## src/rtl/bus_controller_8288.sv

```systemverilog
// -----------------------------------------------------------------------------
// bus_controller_8288
//
// Cycle-level replacement for the 8288 bus controller. Runs on the fast system
// clock, edge-detects the sampled CPU clock level and walks the 8088 bus cycle
// (T1..T4 plus wait states). It decodes s2..s0 into ALE, one command strobe and
// the data transceiver controls.
//
// Parameters
//   ADVANCED_WRITE  0: write commands assert at T3 entry; 1: at T2 entry.
//
// Ports
//   clock                    system clock
//   reset                    asynchronous, active-high
//   cpu_clock                CPU clock level, synchronous to clock
//   processor_status[2:0]    8088 s2..s0, 3'b111 = passive
//   processor_ready          registered READY, 1 = no wait state
//   address_enable_n         0 = CPU owns bus, 1 = commands disabled
//   address_latch_enable     ALE
//   io_read_n                IORC
//   io_write_n               IOWC
//   memory_read_n            MRDC
//   memory_write_n           MWTC
//   interrupt_acknowledge_n  INTA
//   data_enable              DEN, 1 = data transceiver enabled
//   data_transmit_receive_n  DT/R, 0 = receive
// -----------------------------------------------------------------------------
module bus_controller_8288 #(
    parameter bit ADVANCED_WRITE = 1'b0
) (
    input  logic       clock,
    input  logic       reset,
    input  logic       cpu_clock,
    input  logic [2:0] processor_status,
    input  logic       processor_ready,
    input  logic       address_enable_n,
    output logic       address_latch_enable,
    output logic       io_read_n,
    output logic       io_write_n,
    output logic       memory_read_n,
    output logic       memory_write_n,
    output logic       interrupt_acknowledge_n,
    output logic       data_enable,
    output logic       data_transmit_receive_n
);

    typedef enum logic [2:0] {
        ST_IDLE,
        ST_T1,
        ST_T2,
        ST_T3,
        ST_TW,
        ST_T4
    } state_t;

    localparam logic [2:0] STS_INTA       = 3'b000;
    localparam logic [2:0] STS_IO_READ    = 3'b001;
    localparam logic [2:0] STS_IO_WRITE   = 3'b010;
    localparam logic [2:0] STS_HALT       = 3'b011;
    localparam logic [2:0] STS_CODE_FETCH = 3'b100;
    localparam logic [2:0] STS_MEM_READ   = 3'b101;
    localparam logic [2:0] STS_MEM_WRITE  = 3'b110;
    localparam logic [2:0] STS_PASSIVE    = 3'b111;

    function automatic logic is_read(input logic [2:0] sts);
        return sts inside {STS_INTA, STS_IO_READ, STS_CODE_FETCH, STS_MEM_READ};
    endfunction

    function automatic logic is_write(input logic [2:0] sts);
        return sts inside {STS_IO_WRITE, STS_MEM_WRITE};
    endfunction

    state_t     state_q, state_d;
    logic [2:0] cycle_type_q, cycle_type_d;
    logic [2:0] prev_status_q;
    logic       prev_cpu_clock_q;
    logic       ale_q, ale_d;
    logic       cmd_q, cmd_d;      // the single command selected by cycle_type_q
    logic       den_q, den_d;
    logic       dtr_q, dtr_d;

    logic cpu_rise;
    logic cpu_fall;
    logic start_ok;

    assign cpu_rise = ~prev_cpu_clock_q & cpu_clock;
    assign cpu_fall = prev_cpu_clock_q & ~cpu_clock;

    // A new cycle needs a passive status at the previous CPU posedge, so a
    // status that changes directly from one active code to another is ignored.
    assign start_ok = (processor_status != STS_PASSIVE) &&
                      (prev_status_q == STS_PASSIVE) &&
                      !address_enable_n;

    // NOTE: state registers use non-blocking assignments so every flop samples
    // the pre-edge values of the others, independent of statement order.
    always_ff @(posedge clock or posedge reset) begin
        if (reset) begin
            state_q          <= ST_IDLE;
            cycle_type_q     <= STS_PASSIVE;
            prev_status_q    <= STS_PASSIVE;
            prev_cpu_clock_q <= 1'b0;
            ale_q            <= 1'b0;
            cmd_q            <= 1'b0;
            den_q            <= 1'b0;
            dtr_q            <= 1'b1;
        end else begin
            state_q          <= state_d;
            cycle_type_q     <= cycle_type_d;
            prev_cpu_clock_q <= cpu_clock;
            if (cpu_rise) begin
                prev_status_q <= processor_status;
            end
            ale_q <= ale_d;
            cmd_q <= cmd_d;
            den_q <= den_d;
            dtr_q <= dtr_d;
        end
    end

    // NOTE: every signal driven here gets a default first, so no path through
    // the case statement can leave a value unassigned and infer a latch.
    always_comb begin
        state_d      = state_q;
        cycle_type_d = cycle_type_q;
        ale_d        = ale_q;
        cmd_d        = cmd_q;
        den_d        = den_q;
        dtr_d        = dtr_q;

        case (state_q)
            ST_IDLE, ST_T4: begin
                if (cpu_rise) begin
                    if (start_ok) begin
                        state_d      = ST_T1;
                        cycle_type_d = processor_status;
                        ale_d        = 1'b1;
                        dtr_d        = ~is_read(processor_status);
                    end else begin
                        state_d = ST_IDLE;
                    end
                end
            end

            ST_T1: begin
                if (cpu_fall) begin
                    ale_d = 1'b0;
                end
                if (cpu_rise) begin
                    ale_d = 1'b0;
                    if (cycle_type_q == STS_HALT) begin
                        state_d = ST_IDLE;
                        dtr_d   = 1'b1;
                    end else begin
                        state_d = ST_T2;
                        den_d   = 1'b1;
                        cmd_d   = is_read(cycle_type_q) |
                                  (ADVANCED_WRITE & is_write(cycle_type_q));
                    end
                end
            end

            ST_T2: begin
                if (cpu_rise) begin
                    state_d = ST_T3;
                    if (!ADVANCED_WRITE && is_write(cycle_type_q)) begin
                        cmd_d = 1'b1;
                    end
                end
            end

            ST_T3, ST_TW: begin
                if (cpu_rise) begin
                    if (processor_ready) begin
                        state_d = ST_T4;
                        cmd_d   = 1'b0;
                        den_d   = 1'b0;
                        dtr_d   = 1'b1;
                    end else begin
                        state_d = ST_TW;
                    end
                end
            end

            default: state_d = ST_IDLE;
        endcase
    end

    // Bus grant gating is combinational so a DMA takeover disables the strobes
    // immediately; the FSM itself keeps running to the end of the cycle.
    logic cmd_on;
    assign cmd_on = cmd_q & ~address_enable_n;

    assign address_latch_enable    = ale_q & ~address_enable_n;
    assign io_read_n               = ~(cmd_on && cycle_type_q == STS_IO_READ);
    assign io_write_n              = ~(cmd_on && cycle_type_q == STS_IO_WRITE);
    assign memory_read_n           = ~(cmd_on && (cycle_type_q == STS_CODE_FETCH ||
                                                  cycle_type_q == STS_MEM_READ));
    assign memory_write_n          = ~(cmd_on && cycle_type_q == STS_MEM_WRITE);
    assign interrupt_acknowledge_n = ~(cmd_on && cycle_type_q == STS_INTA);
    assign data_enable             = den_q & ~address_enable_n;
    assign data_transmit_receive_n = dtr_q;

endmodule

```

## config.mk

```make
export PLATFORM = sky130hd
export DESIGN_NAME = bus_controller_8288
export DESIGN_NICKNAME = d
export VERILOG_FILES = /design/src/rtl/bus_controller_8288.sv
export SDC_FILE = /design/constraint.sdc
export NUM_CORES = 1
export LEC_CHECK = 0
export BUFFER_PORTS_ARGS = -buffer_cell sky130_fd_sc_hd__buf_4
export CORE_ASPECT_RATIO = 0.75
export CORE_MARGIN = 4
export CORE_UTILIZATION = 45
export CTS_CLUSTER_DIAMETER = 120
export CTS_CLUSTER_SIZE = 10
export DETAILED_ROUTE_END_ITERATION = 8
export PLACE_DENSITY = 0.68
export SYNTH_ARGS = -nofsm -noshare
export SYNTH_HDL_FRONTEND = slang
export SYNTH_SLANG_ARGS = --single-unit
```

## constraint.sdc

```tcl
create_clock -name clock -period 1.5 [get_ports clock]
set_input_delay 0.075 -clock clock [delete_from_list [all_inputs] [get_ports clock]]
set_output_delay 0.075 -clock clock [all_outputs]
set_load 0.1 [all_outputs]
```

Word level (Yosys, flattened, before mapping)
Cells that the tools add are included.
{ "op_classes": {"eq_ne": 26, "n_mux": 30, "n_bitwise": 14, "reduce_logical": 27} }
{ "ops": {"columns": ["op", "n"], "rows": [
  ["3-bit == test (second input constant)", 8],
  ["1-bit 2-to-1 mux", 20],
  ["2-bit inequality test (second input constant)", 9],
  ["7-bit AND reduction", 2],
  ["3-bit by 2-bit == test with 1-bit output (second input constant)", 4],
  ["3-bit 2-to-1 mux", 4],
  ["3-bit case mux with 4 select lines", 1],
  ["3-bit by 1-bit == test with 1-bit output (second input constant)", 3],
  ["3-bit zero test", 3],
  ["1-bit inverter", 9],
  ["4-bit AND reduction", 2],
  ["4-bit nonzero test", 2],
  ["1-bit logical AND", 7],
  ["3-bit inequality test (second input constant)", 2],
  ["1-bit case mux with 3 select lines", 2],
  ["2-bit nonzero test", 3],
  ["3-bit nonzero test", 2],
  ["1-bit bitwise AND", 5],
  ["5-bit AND reduction", 1],
  ["1-bit case mux with 2 select lines", 2],
  ["2-bit OR reduction", 2],
  ["3-bit AND reduction", 1],
  ["2-bit 2-to-1 mux", 1],
  ["1-bit zero test", 1],
  ["1-bit logical OR", 1]
]} }
{ "word_totals": {"reg_bits": 14, "input_bits": 8, "out_inout_bits": 8, "elab_cells": 105} }

Logic depth before layout (Yosys ltp)
Gate-level depths: netlist (run 1).
{ "depth": {"word_depth": 6, "depth_mapped": 7, "ltp_nobuf": 6} }

Least setup slack after synthesis (run 1)
No wires, ideal clock.
{ "synth_path": {"path_type": "register to output", "start": "register den_q", "end": "output data_enable", "arrival_ns": 1.718, "required_time_ns": 1.425, "slack_ns": -0.293, "path_stages_with_launch": 2, "n_path_buf": 0, "cell_sequence": "dfrtp_1 > nor2b_1"} }
{ "synth_between": {"elab_chain_len": 1} }
{ "synth_lines": {"columns": ["element", "line_no", "text"], "rows": [
  ["start: declaration", "79", "logic den_q, den_d;"],
  ["start signal: assignment", "116", "den_q <= den_d;"],
  ["1-bit bitwise AND", "201", "assign data_enable = den_q & ~address_enable_n;"],
  ["end: declaration", "43", "output logic data_enable,"]
]} }
Every way passes these cells.

Worst setup path after layout (run 1)
{ "layout_path": {"start": "register cycle_type_q[1]", "end": "output io_write_n"} }
{ "layout_between": {"elab_chain_len": 3} }
{ "layout_lines": {"columns": ["element", "line_no", "text"], "rows": [
  ["start: declaration", "74", "logic [2:0] cycle_type_q, cycle_type_d;"],
  ["start signal: assignment", "109", "cycle_type_q <= cycle_type_d;"],
  ["3-bit by 2-bit == test with 1-bit output", "196", "assign io_write_n = ~(cmd_on && cycle_type_q == STS_IO_WRITE);"],
  ["1-bit logical AND", "196", null],
  ["1-bit inverter", "196", null],
  ["end: declaration", "39", "output logic io_write_n,"]
]} }
Every way passes these cells.

==> results.md, run 1 <==
- Final wirelength: about 1900 um
- Largest net degree at the start of global routing: 15
- Initial antenna violation count: 0
- Vias per cell: around 5.5
- Pwr dens: 1840 mW/mm^2
- Top_reg_cell synth: dfstp_2
- Met2 wire len: roughly 830 um
- Clk Latency, worst-skew pair: 280 ps
- Starting Density: 48.1%
- Internal power: roughly 0.0012 W
- Syn Area/Cell: 9.94 um^2
- Rel. slew slack: 63.1%
- Die ar.: between 0.002 and 0.003 mm^2
- GP Congestion: between 0.7 and 0.8
- Post-Syn Nets: 94
- Critical path startpoint category: flip-flop
- Port Buffer Count: 15
- First-pass GRT wire length: 3040 um
- Sequential power share: between 30% and 40%
- WL met3: approximately 110 um
- Combinational power share: 57.2%
- Seq cells post-synth: 14
- Met1 wire length: between 800 and 900 um
- Via count: around 740
- Post-Synth XOR/XNOR Area: between 1 and 1.5%
- Share of flip-flops with an asynchronous set or reset: between 90% and 100%
- Residual overflow from global routing: 0
- Net load switching power: roughly 0.00099 W
- CTS Buf Count: 3
- CP Capture Type: primary output
- Final critical-path share of the clock period: 103%
- CTS tree: built
- # clock sinks: 14
- DP Area: between 0.001 and 0.0015 mm^2
- Design area: ~0.0012 mm^2
- Drc violations: 0
- Sw frac: a little under half
- First-pass DRT Iterations: 4
- Dpl cells: roughly 130
- Fmax: about 650 MHz
- Filler cells: 140
- Clock root cell: clkbuf_4
- Vias in the first global route: roughly 660
- Adder-cell share of the synthesized area: 1.48%
- Cells after Synth: 85
- Flop-to-flop setup slack: approximately 30 ps
- Final Max Slew Viols: 0
- Skew final: about 3.7 ps
- Final setup violation count: 4
- Req. time, crit path: 1420 ps
- Final worst path period need: 1540 ps
- CP max stage delay: between 500 and 600 ps
- # IOs: 16
- Violated checks: setup timing
- Most frequent cells in the layout: buf_4, nand2_1, dfstp_2, dfrtp_1
- Count of nets after finishing: between 100 and 150
- Compound-gate portion of the synthesized area: around 17%
- Largest family of logic cells by synthesized area: simple AND/OR/NAND/NOR gates
- Number of cell rows: 13
- Antenna diodes: 0
- Hold Violations, Final: 0
- Critical-path top delay cell: dfstp_2
- ANT nets after route: 0
- Worst path cell trace: buf_6, nor3b_4, nand3b_1, buf_12
- Post-Synth Simple-Gate Area: between 20% and 30%
- Crit path max fanout: 5
- Clock power share: 12.6%
- Leak: 0.512 nW
- Status: complete, but fails checks
- Clock-pin slew on the worst setup and hold paths: approximately 90 ps
- Post-route worst setup slack: -39.6 ps
- Die Ht: between 40 and 50 um
- DR iter-0 viols: 10
- Mux cell area share after synthesis: between 10% and 20%
- Slew @ Worst Pin: around 550 ps
- Post-detail-place hpwl: around 1400 um
- Yosys warnings: 0
- Area Overhead vs Synth: 39.3%
- Clk buf depth: 2
- Max-cap viol count: 0
- Post-synth EDFFs: 0
- Fin cells: ~140
- Drt wl/cell: around 14 um
- Synth cell types: 39
- Critical path class: reg -> out
- Unrepaired setup endpoints after global routing: yes
- Die width: 58.0 um
- Critical Path AT: 1460 ps
- Tot GR Track Use: between 15 and 20%
- Most common cell after layout, fill and taps aside: buf_4
- Uppermost layer routed: met4
- Total core area: 0.00176 mm^2
- Layout cells sized above 1: a little under half
- Worst vdd ir: ~0.0012 V
- Cell Area, Synth: between 800 and 900 um^2
- Seq/Total Area, Yosys: between 40% and 50%
- Hold crit path type: in -> reg
- H-tree levels: 1
layer usage:
metal / GRT usage (%) / up-vias
met2: 24.5 / 21
met4: 6.94 / 0
met1: 20.0 / 348
li1: - / 371
met3: 5.38 / 4
met5: 0 / -
power by group through the flow:
stage                     clock network, W  registers [W]  logic [W]
after floorplan                          0       0.000711   0.000769
after global placement                   0       0.000646    0.00111
after detailed placement                 0       0.000652    0.00113
after CTS                         0.000280       0.000647    0.00120
after global routing              0.000305       0.000673    0.00131
final                             0.000272       0.000653    0.00124
path summary, 6_finish.rpt:
| check | start | to | cells past startpoint |
|---|---|---|---|
| max | cycle_type_q[1]$_DFFE_PP1P_ | io_write_n | 4 |
| min | processor_status[0] | cycle_type_q[0]$_DFFE_PP1P_ | 2 |
| max reg2reg | prev_status_q[2]$_DFFE_PP1P_ | state_q[0]$_DFFE_PP0P_ | 5 |
| min reg2reg | ale_q$_DFFE_PP0P_ | ale_q$_DFFE_PP0P_ | 2 |
| max in group asynchronous | reset | state_q[0]$_DFFE_PP0P_ | 3 |
| min in group asynchronous | reset | den_q$_DFFE_PP0P_ | 3 |
registers in the layout, summed over array words and instances, names as in the netlist:
register / flops
cycle_type_q: 3
prev_status_q: 3
state_q: 3
ale_q: 1
cmd_q: 1
data_transmit_receive_n: 1
den_q: 1
prev_cpu_clock_q: 1
timing repair:
item                       in CTS  in global routing
pin swaps                       2                  5
setup buffers                   2                  0
resized for setup               9                  5
hold buffers                    2                  0
setup endpoints to repair       6                 10
hold endpoints to repair        8                  0
critical path: cells and delay by family (launching register included):
kind | cells | cell delay (ps)
buf+inv | 2 | 300
flops | 1 | 550
simple gates | 2 | 320
layout make-up:
type	count	area (um^2)	share of cell area [%]
Timing Repair Buffer	29	246	21.0
Inverter	4	15.0	1.28
Tap cell	22	27.5	2.34
Clock buffer	4	36.3	3.09
Multi-Input combinational cell	62	490	41.7
Sequential cell	14	360	30.6
through the flow:
stage                     TNS, ps  setup WS [ps]  total power, W  util, %  hold WS (ps)
after floorplan              -155          -81.5         0.00148        -         -40.8
after global placement          0           39.1         0.00176     59.3           156
after detailed placement        0           19.8         0.00178     59.3           160
after CTS                   -52.6          -41.7         0.00213     65.8          24.4
after global routing         -537           -138         0.00229     67.0          32.0
final                       -97.2          -39.6         0.00216     67.0          39.0
cell usage after synthesis, drive strengths merged, types with 2 or more instances:
| master | count | area [um^2] |
|---|---|---|
| a21oi | 3 | 15.0 |
| buf | 2 | 16.3 |
| clkbuf | 3 | 11.3 |
| dfrtp | 7 | 175 |
| dfstp | 7 | 184 |
| inv | 4 | 15.0 |
| mux2 | 6 | 67.6 |
| mux2i | 2 | 20.0 |
| nand2 | 8 | 30.0 |
| nand2b | 2 | 12.5 |
| nand3 | 3 | 15.0 |
| nand3b | 3 | 22.5 |
| nor2 | 3 | 11.3 |
| nor2b | 5 | 31.3 |
| nor3b | 3 | 22.5 |
| o21ai | 5 | 25.0 |
kinds of logic (layout without fill, tap and decap cells):
| kind of cell | Yosys count | count (layout) |
|---|---|---|
| multiplexers | 8 | 8 |
| flip-flops | 14 | 14 |
| AO/OA/AOI/OAI | 20 | 20 |
| AND/OR/NAND/NOR | 32 | 32 |
| adder cells (fa/ha/maj) | 1 | 1 |
| XOR/XNOR | 1 | 1 |
| buffers and inverters | 9 | 37 |
No activity file was read; power rests on OpenSTA's default activity.
==> run 2, diff against run 1 <==
- PLACE_DENSITY: 0.68 -> 0.65
- clock period: 1.5 -> 1.89 ns (I/O delays scaled with it)
==> results.md, run 2 (synthesis gave the netlist of run 1 again) <==
- Rel. slew slack: 64.1%
- Hold crit path type: in -> reg
- Tot GR Track Use: ~15%
- Final critical-path share of the clock period: 86.0%
- Post-detail-place hpwl: about 1300 um
- Via count: a little over 700
- Setup Buffers After CTS: 0
- First-pass GRT wire length: between 2000 and 3000 um
- Drt wl/cell: 14.0 um
- Clk buf depth: 2
- # clock sinks: 14
- H-tree levels: 1
- Unrepaired setup endpoints after global routing: no
- Worst path cell trace: nand4b_1, a31oi_1, nand2_1, mux2_1
- Setup TNS: 0 ps
- Worst path bufs/invs: 0
- Filler cells: 150
- Vias per cell: 5.67
- Die ar.: around 0.0026 mm^2
- Die Ht: around 46 um
- Hold_buf cts: 2
- Total core area: around 0.0018 mm^2
- Critical path class: reg -> reg
- PostCTS Resize Cnt: 0
- Vias in the first global route: 626
- GP Congestion: around 0.84
- DR iter-0 viols: 24
- Reg-to-Reg Start: prev_status_q[0]$_DFFE_PP1P_
- Slew @ Worst Pin: approximately 540 ps
- Drc violations: 0
- Count of nets after finishing: 114
- Fmax: 615 MHz
- Status: finished clean
- Regs by FF count: cycle_type_q x3, prev_status_q x3, state_q x3
- Port Buffer Count: 15
- Worst vdd ir: 0.000876 V
- Most common cell after layout, fill and taps aside: buf_4
- Residual overflow from global routing: 0
- Final Max Slew Viols: 0
- Final setup violation count: 0
- Family with the most delay on the worst path: flip-flops
- Clk Latency, worst-skew pair: 280 ps
- Starting Density: between 40 and 50%
- CTS tree: built
- Initial antenna violation count: 0
- Critical-path top delay cell: dfstp_2
- Antenna diodes: 0
- Final worst path period need: roughly 1600 ps
- Skew final: ~5.7 ps
- Hold Violations, Final: 0
- Clock root cell: clkbuf_4
- Final wirelength: about 1800 um
- Critical Path AT: 1830 ps
- Hold wc startpoint: processor_status[0]
- # IOs: 16
- Clock-pin slew on the worst setup and hold paths: 80 ps
- Most frequent cells in the layout: buf_4, nand2_1, dfrtp_1, dfstp_2, nor2b_1
- Flop-to-flop setup slack: approximately 260 ps
- Number of cell rows: 13
- Max-cap viol count: 0
- Leak: around 0.45 nW
- Layout cells sized above 1: 32.7%
- CP Capture Type: flip-flop
- Req. time, crit path: around 2100 ps
- Crit path max fanout: 5
- Register area: 359 um^2
- ANT nets after route: 0
- Largest net degree at the start of global routing: 16
- CP max stage delay: between 500 and 600 ps
- Area Overhead vs Synth: 22.7%
- Pwr dens: around 1500 mW/mm^2
- First-pass DRT Iterations: 4
- Die width: 58.0 um
- CTS Buf Count: 3
- Critical path startpoint category: flip-flop
- Multi-input combinational cell area: about 440 um^2
- Post-route worst setup slack: about 260 ps
- Setup crit start: prev_status_q[0]$_DFFE_PP1P_
- Dpl ws: between 200 and 300 ps
[run 2: final timing paths]
path,depth (start not counted),end
worst max-delay path,4,cycle_type_q[1]$_DFFE_PP1P_
worst min-delay path,2,cycle_type_q[0]$_DFFE_PP1P_
worst max register to register,4,cycle_type_q[1]$_DFFE_PP1P_
worst min register to register,2,ale_q$_DFFE_PP0P_
max in group asynchronous,3,cycle_type_q[2]$_DFFE_PP1P_
min in group asynchronous,3,prev_cpu_clock_q$_DFF_PP0_
[run 2: final cells by class]
class                   instances  share of cell area, %
flip-flops and latches         14                   34.7
well taps                      22                   2.66
repair buffers                 20                   15.0
inverters                       4                   1.45
multi-input cells              62                   42.8
clock buffers                   4                   3.50
[run 2: power by group]
group	total, W	switching, W	internal (W)	leakage (nW)
sequential	0.000568	0.000152	0.000417	0.158
clock	0.000216	0.0000988	0.000117	0.0210
combinational	0.000754	0.000485	0.000269	0.266
[run 2: through the flow]
stage	hold slack [ps]	area, um^2	power [W]	util, %	cells
after floorplan	-21.3	845	0.00117	-	85
after global placement	173	980	0.00132	55.8	120
after detailed placement	182	980	0.00132	55.8	120
after CTS	40.9	1040	0.00155	59.0	126
after global routing	33.7	1040	0.00164	59.0	126
final	52.0	1040	0.00154	59.0	126
[run 2: routing by layer]
| metal | global-route usage [%] | up-vias | part of all wire (%) |
|---|---|---|---|
| met4 | 8.33 | 0 | 1.3 |
| met1 | 21.1 | 332 | 51 |
| li1 | - | 353 | - |
| met3 | 2.83 | 4 | 6.8 |
| met5 | 0 | - | 0 |
| met2 | 22.3 | 26 | 41 |
==> run 3, diff against run 2 <==
- BUFFER_PORTS_ARGS: -buffer_cell sky130_fd_sc_hd__buf_4 -> -buffer_cell sky130_fd_sc_hd__buf_2
- MAX_ROUTING_LAYER: default -> met4
==> results.md, run 3 (synthesis gave the netlist of run 1 again) <==
- Post-detail-place hpwl: about 1200 um
- Fmax: about 600 MHz
- Largest net degree at the start of global routing: 16
- Clock root cell: clkbuf_4
- Clock-pin slew on the worst setup and hold paths: around 90 ps
- Setup Buffers After CTS: 0
- Final Max Slew Viols: 0
- Final setup violation count: 0
- Final wirelength: roughly 1700 um
- Worst path bufs/invs: 1
- Flop-to-flop setup slack: approximately 290 ps
- Setup TNS: 0 ps
- Antenna diodes: 0
- Layout cells sized above 1: 32.0%
- Critical path class: reg -> out
- Drc violations: 0
- Worst path cell trace: nor3b_1, nand3_1, buf_2
- Number of cell rows: 13
- H-tree levels: 1
- # IOs: 16
- Residual overflow from global routing: 0
- Drt wl/cell: about 13 um
- Clk buf depth: 2
- Count of nets after finishing: ~110
- Via count: a little under 700
- Skew final: 10.7 ps
- Req. time, crit path: 1800 ps
- PostCTS Resize Cnt: 0
- Port Buffer Count: 15
- Tot GR Track Use: around 16%
- Critical path startpoint category: flip-flop
- First-pass DRT Iterations: 4
- Rel. slew slack: 64.1%
- Hold crit path type: in -> reg
- Final critical-path share of the clock period: about nine tenths
- Slew @ Worst Pin: between 500 and 600 ps
- Design area: slightly below 0.001 mm^2
- Total power: approximately 0.0015 W
- First-pass GRT wire length: between 3000 and 4000 um
- Critical-path top delay cell: dfstp_2
- GP Congestion: ~0.86
- Die ar.: around 0.0026 mm^2
- Most frequent cells in the layout: buf_2, nand2_1, dfrtp_1, dfstp_2, nor2b_1
- Pwr dens: ~1500 mW/mm^2
- Initial antenna violation count: 0
- Final worst path period need: 1670 ps
- # clock sinks: 14
- Vias in the first global route: between 600 and 700
- Total core area: between 0.0015 and 0.002 mm^2
- CP max stage delay: slightly above 600 ps
- Most common cell after layout, fill and taps aside: buf_2
- CTS tree: built
- Regs by FF count: cycle_type_q x3, prev_status_q x3, state_q x3
- Critical Path AT: around 1600 ps
- Unrepaired setup endpoints after global routing: no
- Starting Density: between 40% and 50%
- Status: finished clean
- Hold_buf cts: 2
- Worst vdd ir: roughly 0.0012 V
- Vias per cell: between 5 and 6
- Max-cap viol count: 0
- Clk Latency, worst-skew pair: around 290 ps
- Die Ht: about 46 um
- Area Overhead vs Synth: 17.3%
- CP Capture Type: primary output
- Family with the most delay on the worst path: flip-flops
- Die width: 58.0 um
- CTS Buf Count: 3
- Hold Violations, Final: 0
- Leak: roughly 0.42 nW
- DP Area: roughly 930 um^2
- ANT nets after route: 0
- Crit path max fanout: 9
- DR iter-0 viols: 20
## run 3: cell types whose count changed in the layout (fill, tap and decap cells not counted), sizes merged
cell | previous run | this run
buf | 18 | 17
## run 3: worst register-to-register path: cells and delay by family (launching register included)
kind,cells,cell delay [ps]
compound gates,3,450
flops,1,530
simple gates,1,570
## run 3: final cells by class
cell class	count	area [um^2]
fill	157	766
multi-input combinational	62	443
sequential	14	359
timing repair buffer	19	110
clock buffer	4	36.3
tap	22	27.5
inverter	4	15.0
## run 3: stage by stage
step | util [%] | setup slack (ps) | hold slack (ps) | std cells
2_1_floorplan | - | 77.8 | -21.3 | 85
3_3_place_gp | 53.2 | 296 | 165 | 119
5_1_grt | 56.4 | 71.3 | 48.3 | 125
3_5_place_dp | 53.2 | 301 | 163 | 119
4_1_cts | 56.4 | 216 | 48.7 | 125
6_report | 56.4 | 217 | 52.6 | 125
## run 3: power by group
group	switching, W	leakage (nW)	internal (W)
registers	0.000154	0.158	0.000416
clock network	0.000101	0.0210	0.000117
logic	0.000471	0.245	0.000242
total	0.000726	0.424	0.000776
## run 3: metal layers
metal  GRT usage [%]  part of all wire [%]
met4            5.56                   1.2
met2            23.0                    43
met3            5.10                   6.1
met5               -                     0
met1            21.2                    50
## run 3: path summary, 6_finish.rpt
path,startpoint,endpoint,cells past startpoint
hold reg to reg,ale_q$_DFFE_PP0P_,ale_q$_DFFE_PP0P_,2
hold / removal,processor_status[2],cycle_type_q[2]$_DFFE_PP1P_,2
setup reg to reg,state_q[0]$_DFFE_PP0P_,data_transmit_receive_n$_DFFE_PP1P_,4
min in group asynchronous,reset,state_q[1]$_DFFE_PP0P_,3
setup / recovery,cycle_type_q[1]$_DFFE_PP1P_,memory_write_n,3
max in group asynchronous,reset,prev_status_q[2]$_DFFE_PP1P_,3
